<file path="src/rtl/dmem_arbiter.sv">
// rtl/dmem_arbiter.sv - two-port arbiter/sequencer for the single-port data memory
// Optional: DMEM_ARB_FIXED_PRIO_EN gives port 0 strict priority instead of round-robin.
module dmem_arbiter #(
    parameter int MEM_BYTES = 4096,
    parameter int ADDR_W    = 32
) (
    input  logic              clk,
    input  logic              rst_n,
    input  logic [1:0]        req_valid,
    output logic [1:0]        req_ready,
    input  logic [1:0]        req_write,
    input  logic [ADDR_W-1:0] req_addr0,
    input  logic [ADDR_W-1:0] req_addr1,
    input  logic [31:0]       req_wdata0,
    input  logic [31:0]       req_wdata1,
    input  logic [2:0]        req_funct3_0,
    input  logic [2:0]        req_funct3_1,
    output logic [1:0]        rsp_valid,
    output logic [31:0]       rsp_rdata,
    output logic              rsp_err,
    output logic              mem_read_en,
    output logic              mem_write_en,
    output logic [31:0]       mem_address,
    output logic [31:0]       mem_wdata,
    output logic [2:0]        mem_funct3,
    input  logic [31:0]       mem_rdata,
    input  logic              mem_misaligned
);

    typedef enum logic [1:0] {S_IDLE, S_RD_WAIT, S_RSP} state_t;

    localparam logic [ADDR_W-1:0] LP_LIMIT = ADDR_W'(MEM_BYTES);

    state_t            r_state;
    state_t            w_next;
    logic              r_owner;
    logic [31:0]       r_rsp_rdata;
    logic              r_rsp_err;
    logic              w_any;
    logic              w_win;
    logic              w_hs;
    logic              w_write;
    logic              w_err;
    logic [ADDR_W-1:0] w_addr;

`ifndef DMEM_ARB_FIXED_PRIO_EN
    logic              r_last;
`endif

    // Winner selection; a lone requester wins regardless of history
    always_comb begin
        w_any = |req_valid;
        w_win = 1'b0;
        if (req_valid == 2'b10) begin
            w_win = 1'b1;
        end else if (req_valid == 2'b11) begin
`ifdef DMEM_ARB_FIXED_PRIO_EN
            w_win = 1'b0;
`else
            w_win = ~r_last;
`endif
        end
    end

    assign w_addr  = w_win ? req_addr1 : req_addr0;
    assign w_write = req_write[w_win];
    assign w_err   = mem_misaligned | (w_addr >= LP_LIMIT);
    // Gating with rst_n keeps handshakes and memory enables low while reset is held
    assign w_hs    = rst_n & (r_state == S_IDLE) & w_any;

    always_ff @(posedge clk or negedge rst_n) begin
        if (!rst_n) begin
            r_state <= S_IDLE;
        end else begin
            r_state <= w_next;
        end
    end

    always_comb begin
        w_next = r_state;
        case (r_state)
            S_IDLE: begin
                if (w_hs) begin
                    w_next = (!w_write && !w_err) ? S_RD_WAIT : S_RSP;
                end
            end
            S_RD_WAIT: w_next = S_RSP;
            S_RSP:     w_next = S_IDLE;
            default:   w_next = S_IDLE;
        endcase
    end

    always_comb begin
        req_ready    = w_hs ? (w_win ? 2'b10 : 2'b01) : 2'b00;
        mem_read_en  = w_hs & ~w_write & ~w_err;
        mem_write_en = w_hs & w_write & ~w_err;
        rsp_valid    = (r_state == S_RSP) ? (r_owner ? 2'b10 : 2'b01) : 2'b00;
        mem_address  = 32'(w_addr);
        mem_wdata    = w_win ? req_wdata1 : req_wdata0;
        mem_funct3   = w_win ? req_funct3_1 : req_funct3_0;
    end

    always_ff @(posedge clk or negedge rst_n) begin
        if (!rst_n) begin
            r_owner     <= 1'b0;
            r_rsp_rdata <= 32'h0;
            r_rsp_err   <= 1'b0;
`ifndef DMEM_ARB_FIXED_PRIO_EN
            r_last      <= 1'b1;
`endif
        end else if (w_hs) begin
            r_owner <= w_win;
`ifndef DMEM_ARB_FIXED_PRIO_EN
            r_last  <= w_win;
`endif
            // Stores and errors respond next cycle, so their payload is settled now
            if (w_write || w_err) begin
                r_rsp_rdata <= 32'h0;
                r_rsp_err   <= w_err;
            end
        end else if (r_state == S_RD_WAIT) begin
            r_rsp_rdata <= mem_rdata;
            r_rsp_err   <= 1'b0;
        end
    end

    assign rsp_rdata = r_rsp_rdata;
    assign rsp_err   = r_rsp_err;

endmodule

</file>
<file path="config.mk">
export PLATFORM = sky130hd
export DESIGN_NAME = dmem_arbiter
export DESIGN_NICKNAME = d
export VERILOG_FILES = /design/src/rtl/dmem_arbiter.sv
export SDC_FILE = /design/constraint.sdc
export NUM_CORES = 1
export LEC_CHECK = 0
export CORE_AREA = 4 4 106 108
export DETAILED_ROUTE_END_ITERATION = 10
export DIE_AREA = 0 0 110 112
export PLACE_DENSITY = 0.81
export SYNTH_ARGS = -nofsm -noshare
export SYNTH_HDL_FRONTEND = slang
export SYNTH_SLANG_ARGS = --single-unit
</file>
<file path="constraint.sdc">
create_clock -name clk -period 2.41 [get_ports clk]
set_clock_uncertainty 0.2 [all_clocks]
set_input_delay 0.3615 -clock clk [delete_from_list [all_inputs] [get_ports clk]]
set_output_delay 0.3615 -clock clk [all_outputs]
set_load 0.05 [all_outputs]
</file>
==> metrics.md <==
| Metric | Value |
|---|---|
| Final Slew Violations | `0` |
| Sequential cell area | `927 µm²` |
| Sequential-to-total area share from yosys stat | `0.354` |
| Data required time of the worst path | `about 1.9 ns` |
| Worst path bufs/invs | `2` |
| Crit-path leading delay family | `simple AND/OR/NAND/NOR gates` |
| Placed Cells | `704` |
| RSZ-0062 raised after global routing | `yes` |
| DR pass1 iterations | `5` |
| GR Layer Usage met3 | `0.0591` |
| Routed length per instance | `between 20 and 25 µm` |
| Met1 Use GR | `0.240` |
| First-pass GRT wire length | `21000 µm` |
| Post-Synthesis Cells | `about 260` |
| Largest net degree at the start of global routing | `38` |
| Flop2flop setup slack | `0.21 ns` |
| Global routing usage on met2 | `0.411` |
| Pint | `between 0.0015 and 0.002 W` |
| Number of DRC markers in iteration 0 | `approximately 170` |
| CTS sink cnt | `37` |
| Yosys warning total | `0` |
| Total nets after synthesis | `435` |
| Die Wd | `110 µm` |
| Port bufs | `278` |
| Max Cap Violations | `0` |
| Area grow syn2layout | `153%` |
| Fmax | `a little over 400 MHz` |
| Crit Path Max Fanout | `3` |
| Crit share post-route | `1.01` |
| Critical path arrival | `between 1.5 and 2 ns` |
| Clock Latency Late Sink | `about 0.27 ns` |
| Power density over cell area | `between 400 and 500 nW/µm²` |
| Antenna viol nets, final | `0` |
| Reg power frac | `0.232` |
| Layout cells sized above 1 | `0.403` |
| Remaining Overflow, GRT | `0` |
| Routability cong. | `0.861` |
| H-tree depth | `2` |
| Final WS setup | `-0.0279 ns` |
| Ant diodes | `0` |
| Multi-input gate area | `around 1800 µm²` |
| Switching Share | `0.361` |
| Syn_area_per_cell | `about 10 µm²` |
| Most used routing layer in global routing | `met2` |
| CTS tree | `yes` |
| Number of fill cells | `797` |
| Synthesized flop and latch total | `37` |
| Setup_tns | `-0.0406 ns` |
| Critical Path Sink Type | `output pin` |
| Drt drc | `0` |
| Hold Violations, Final | `30` |
| Layout Cells excl Fill | `just over 700` |
| Minimum clock period | `2.44 ns` |
| Slew headroom | `0.123` |
| Kind of start point of the critical path | `input pin` |
| Distinct cells, synth | `31` |
| Reg2reg start | `r_state[0]` |
| Clk slew on worst S/H paths | `0.07 ns` |
| Fin area | `6620 µm²` |
| Psw | `0.00100 W` |
| Die Y-Extent | `about 110 µm` |
| RR Endpoint | `rsp_rdata[12]` |
| # rows | `37` |
| Via count | `3538` |
| Crit-path cells | `clkdlybuf4s50_1, nor4_2, nand4_1, nor3_4, nor2_4, nor3_2, buf_6` |
| Final WL | `around 16000 µm` |
| Critical path class | `in2out` |
| Combinational share of power | `0.570` |
| Longest Clk Path Bufs | `2` |
| Hold Path Class | `in2async` |
| Slew @ Worst Pin | `about 1.3 ns` |
| Initial core utilization | `0.256` |
| DP Area | `roughly 5700 µm²` |
| Total track usage | `0.219` |
| Hold Slack | `-0.0191 ns` |
| Vias in the first global route | `3702` |
| Leak pwr | `2.80 nW` |
| DIE AREA | `12300 µm²` |
| Core box area | `10200 µm²` |
| Hpwl dp | `11400 µm` |
| Clock Tree Root | `clkbuf_8` |
| Via/cell ratio | `4.90` |
| VDD IR max | `0.302 mV` |
| Final setup fails | `2` |
| Outcome | `finished with violations` |
| Final #Nets | `758` |
| Crit path max-delay cell type | `clkdlybuf4s50_1` |
| Initial antenna violation count | `1` |
| Slowest stage delay, CP | `roughly 0.47 ns` |
| Io pins | `279` |
| CTS buffer count | `5` |
| Failing checks | `hold timing, setup timing` |
| Length in cells of the worst reg-to-reg path | `4` |
| Clk pwr share | `0.197` |
| Synth Cell Area | `2620 µm²` |
## cells in the final DEF, fill, tap and decap left out, drive strengths merged, types with 2 or more instances in the layout
master,instances
a21o,3
a22oi,32
buf,132
clkbuf,9
clkdlybuf4s50,191
dfrtp,36
dlygate4sd2,13
inv,2
mux2,67
nand2,33
nand4,2
nor2,8
nor3,4
nor4,8
o21ai,34
## layer usage
layer  up-vias  wire (µm)
met4         2        444
met1      1707       5660
met3        32       1340
met5         -         12
li1       1614          -
met2       183       8240
## cells in the mapped netlist
cell	n	share of area
nor3_1	3	0.0057
inv_1	2	0.0029
mux2i_1	1	0.0038
a21o_1	3	0.0086
o21ai_1	25	0.048
nor4_1	8	0.019
or3_1	1	0.0024
clkbuf_1	7	0.010
buf_8	3	0.017
a22oi_1	32	0.092
nand4_1	2	0.0048
nor3_2	1	0.0038
o21ai_0	3	0.0057
and3_1	1	0.0024
nor2_2	1	0.0024
nand3_1	1	0.0019
o31ai_1	1	0.0029
o21ba_2	1	0.0038
buf_6	1	0.0043
o21ai_2	6	0.020
buf_2	9	0.017
nor4b_1	1	0.0033
nor2_1	7	0.010
clkbuf_2	2	0.0038
nor3b_1	1	0.0029
dfstp_2	1	0.010
mux2_2	67	0.29
nand2_1	33	0.047
nor2b_4	1	0.0053
dfrtp_1	36	0.34
a21boi_4	1	0.0072
## what timing repair did
action                     CTS  global route
buffers inserted             7             2
setup endpoints to repair   71            68
hold buffers                 0             0
pin swaps                   14             3
cloned                       2             2
gates resized for setup     95            97
## worst max path at each step
| stage | start | end | slack (ns) | cells after the start |
|---|---|---|---|---|
| after floorplan | req_addr0[13] | mem_write_en | -0.06 | 6 |
| after global placement | req_valid[0] | mem_read_en | -0.23 | 8 |
| after detailed placement | req_valid[0] | mem_read_en | -0.26 | 8 |
| after CTS | r_last | mem_read_en | -0.02 | 6 |
| after global routing | req_addr0[20] | mem_write_en | -0.15 | 7 |
| final | req_addr0[21] | mem_write_en | -0.03 | 7 |
## final cells by class
cell class,count,area share
clock inverters,1,0.00454
flip-flops and latches,37,0.140
well taps,136,0.0257
repair buffers,338,0.539
multi-input cells,201,0.276
inverters,2,0.00113
clock buffers,7,0.0130
## kinds of logic (layout without fill, tap and decap cells)
kind of cell,after synthesis,in the layout,synth area share
AOI/OAI and AO/OA,72,72,0.188
muxes,68,68,0.292
and+or+nand+nor,61,61,0.111
DFF,37,37,0.354
buffers and inverters,24,348,0.0554
## metrics by stage
| stage | util | setup WS [ns] | power [W] |
|---|---|---|---|
| global route | 0.647 | -0.145 | 0.00286 |
| floorplan | - | -0.0587 | 0.00133 |
| detailed placement | 0.556 | -0.257 | 0.00194 |
| CTS | 0.609 | -0.0214 | 0.00262 |
| finish | 0.647 | -0.0279 | 0.00277 |
| global placement | 0.556 | -0.234 | 0.00193 |
## power groups by stage
stage	Sequential, W	Clock, W	Combinational [W]
after detailed placement	0.000654	0	0.00128
after global placement	0.000653	0	0.00127
after floorplan	0.000662	0	0.000671
after CTS	0.000642	0.000561	0.00142
final	0.000642	0.000545	0.00158
after global routing	0.000644	0.000589	0.00163
## flip-flops by register name, summed over array words and instances (netlist names)
name	cells
rsp_rdata	32
r_state	2
r_last	1
r_owner	1
rsp_err	1
## worst reg2reg max path: cells and delay by family (launching register included)
kind	cells	cell delay, ns
DFF	1	0.44
AOI/OAI and AO/OA	2	0.40
buffers and inverters	1	0.10
and+or+nand+nor	1	0.98
Power figures use the tool's default switching activity.
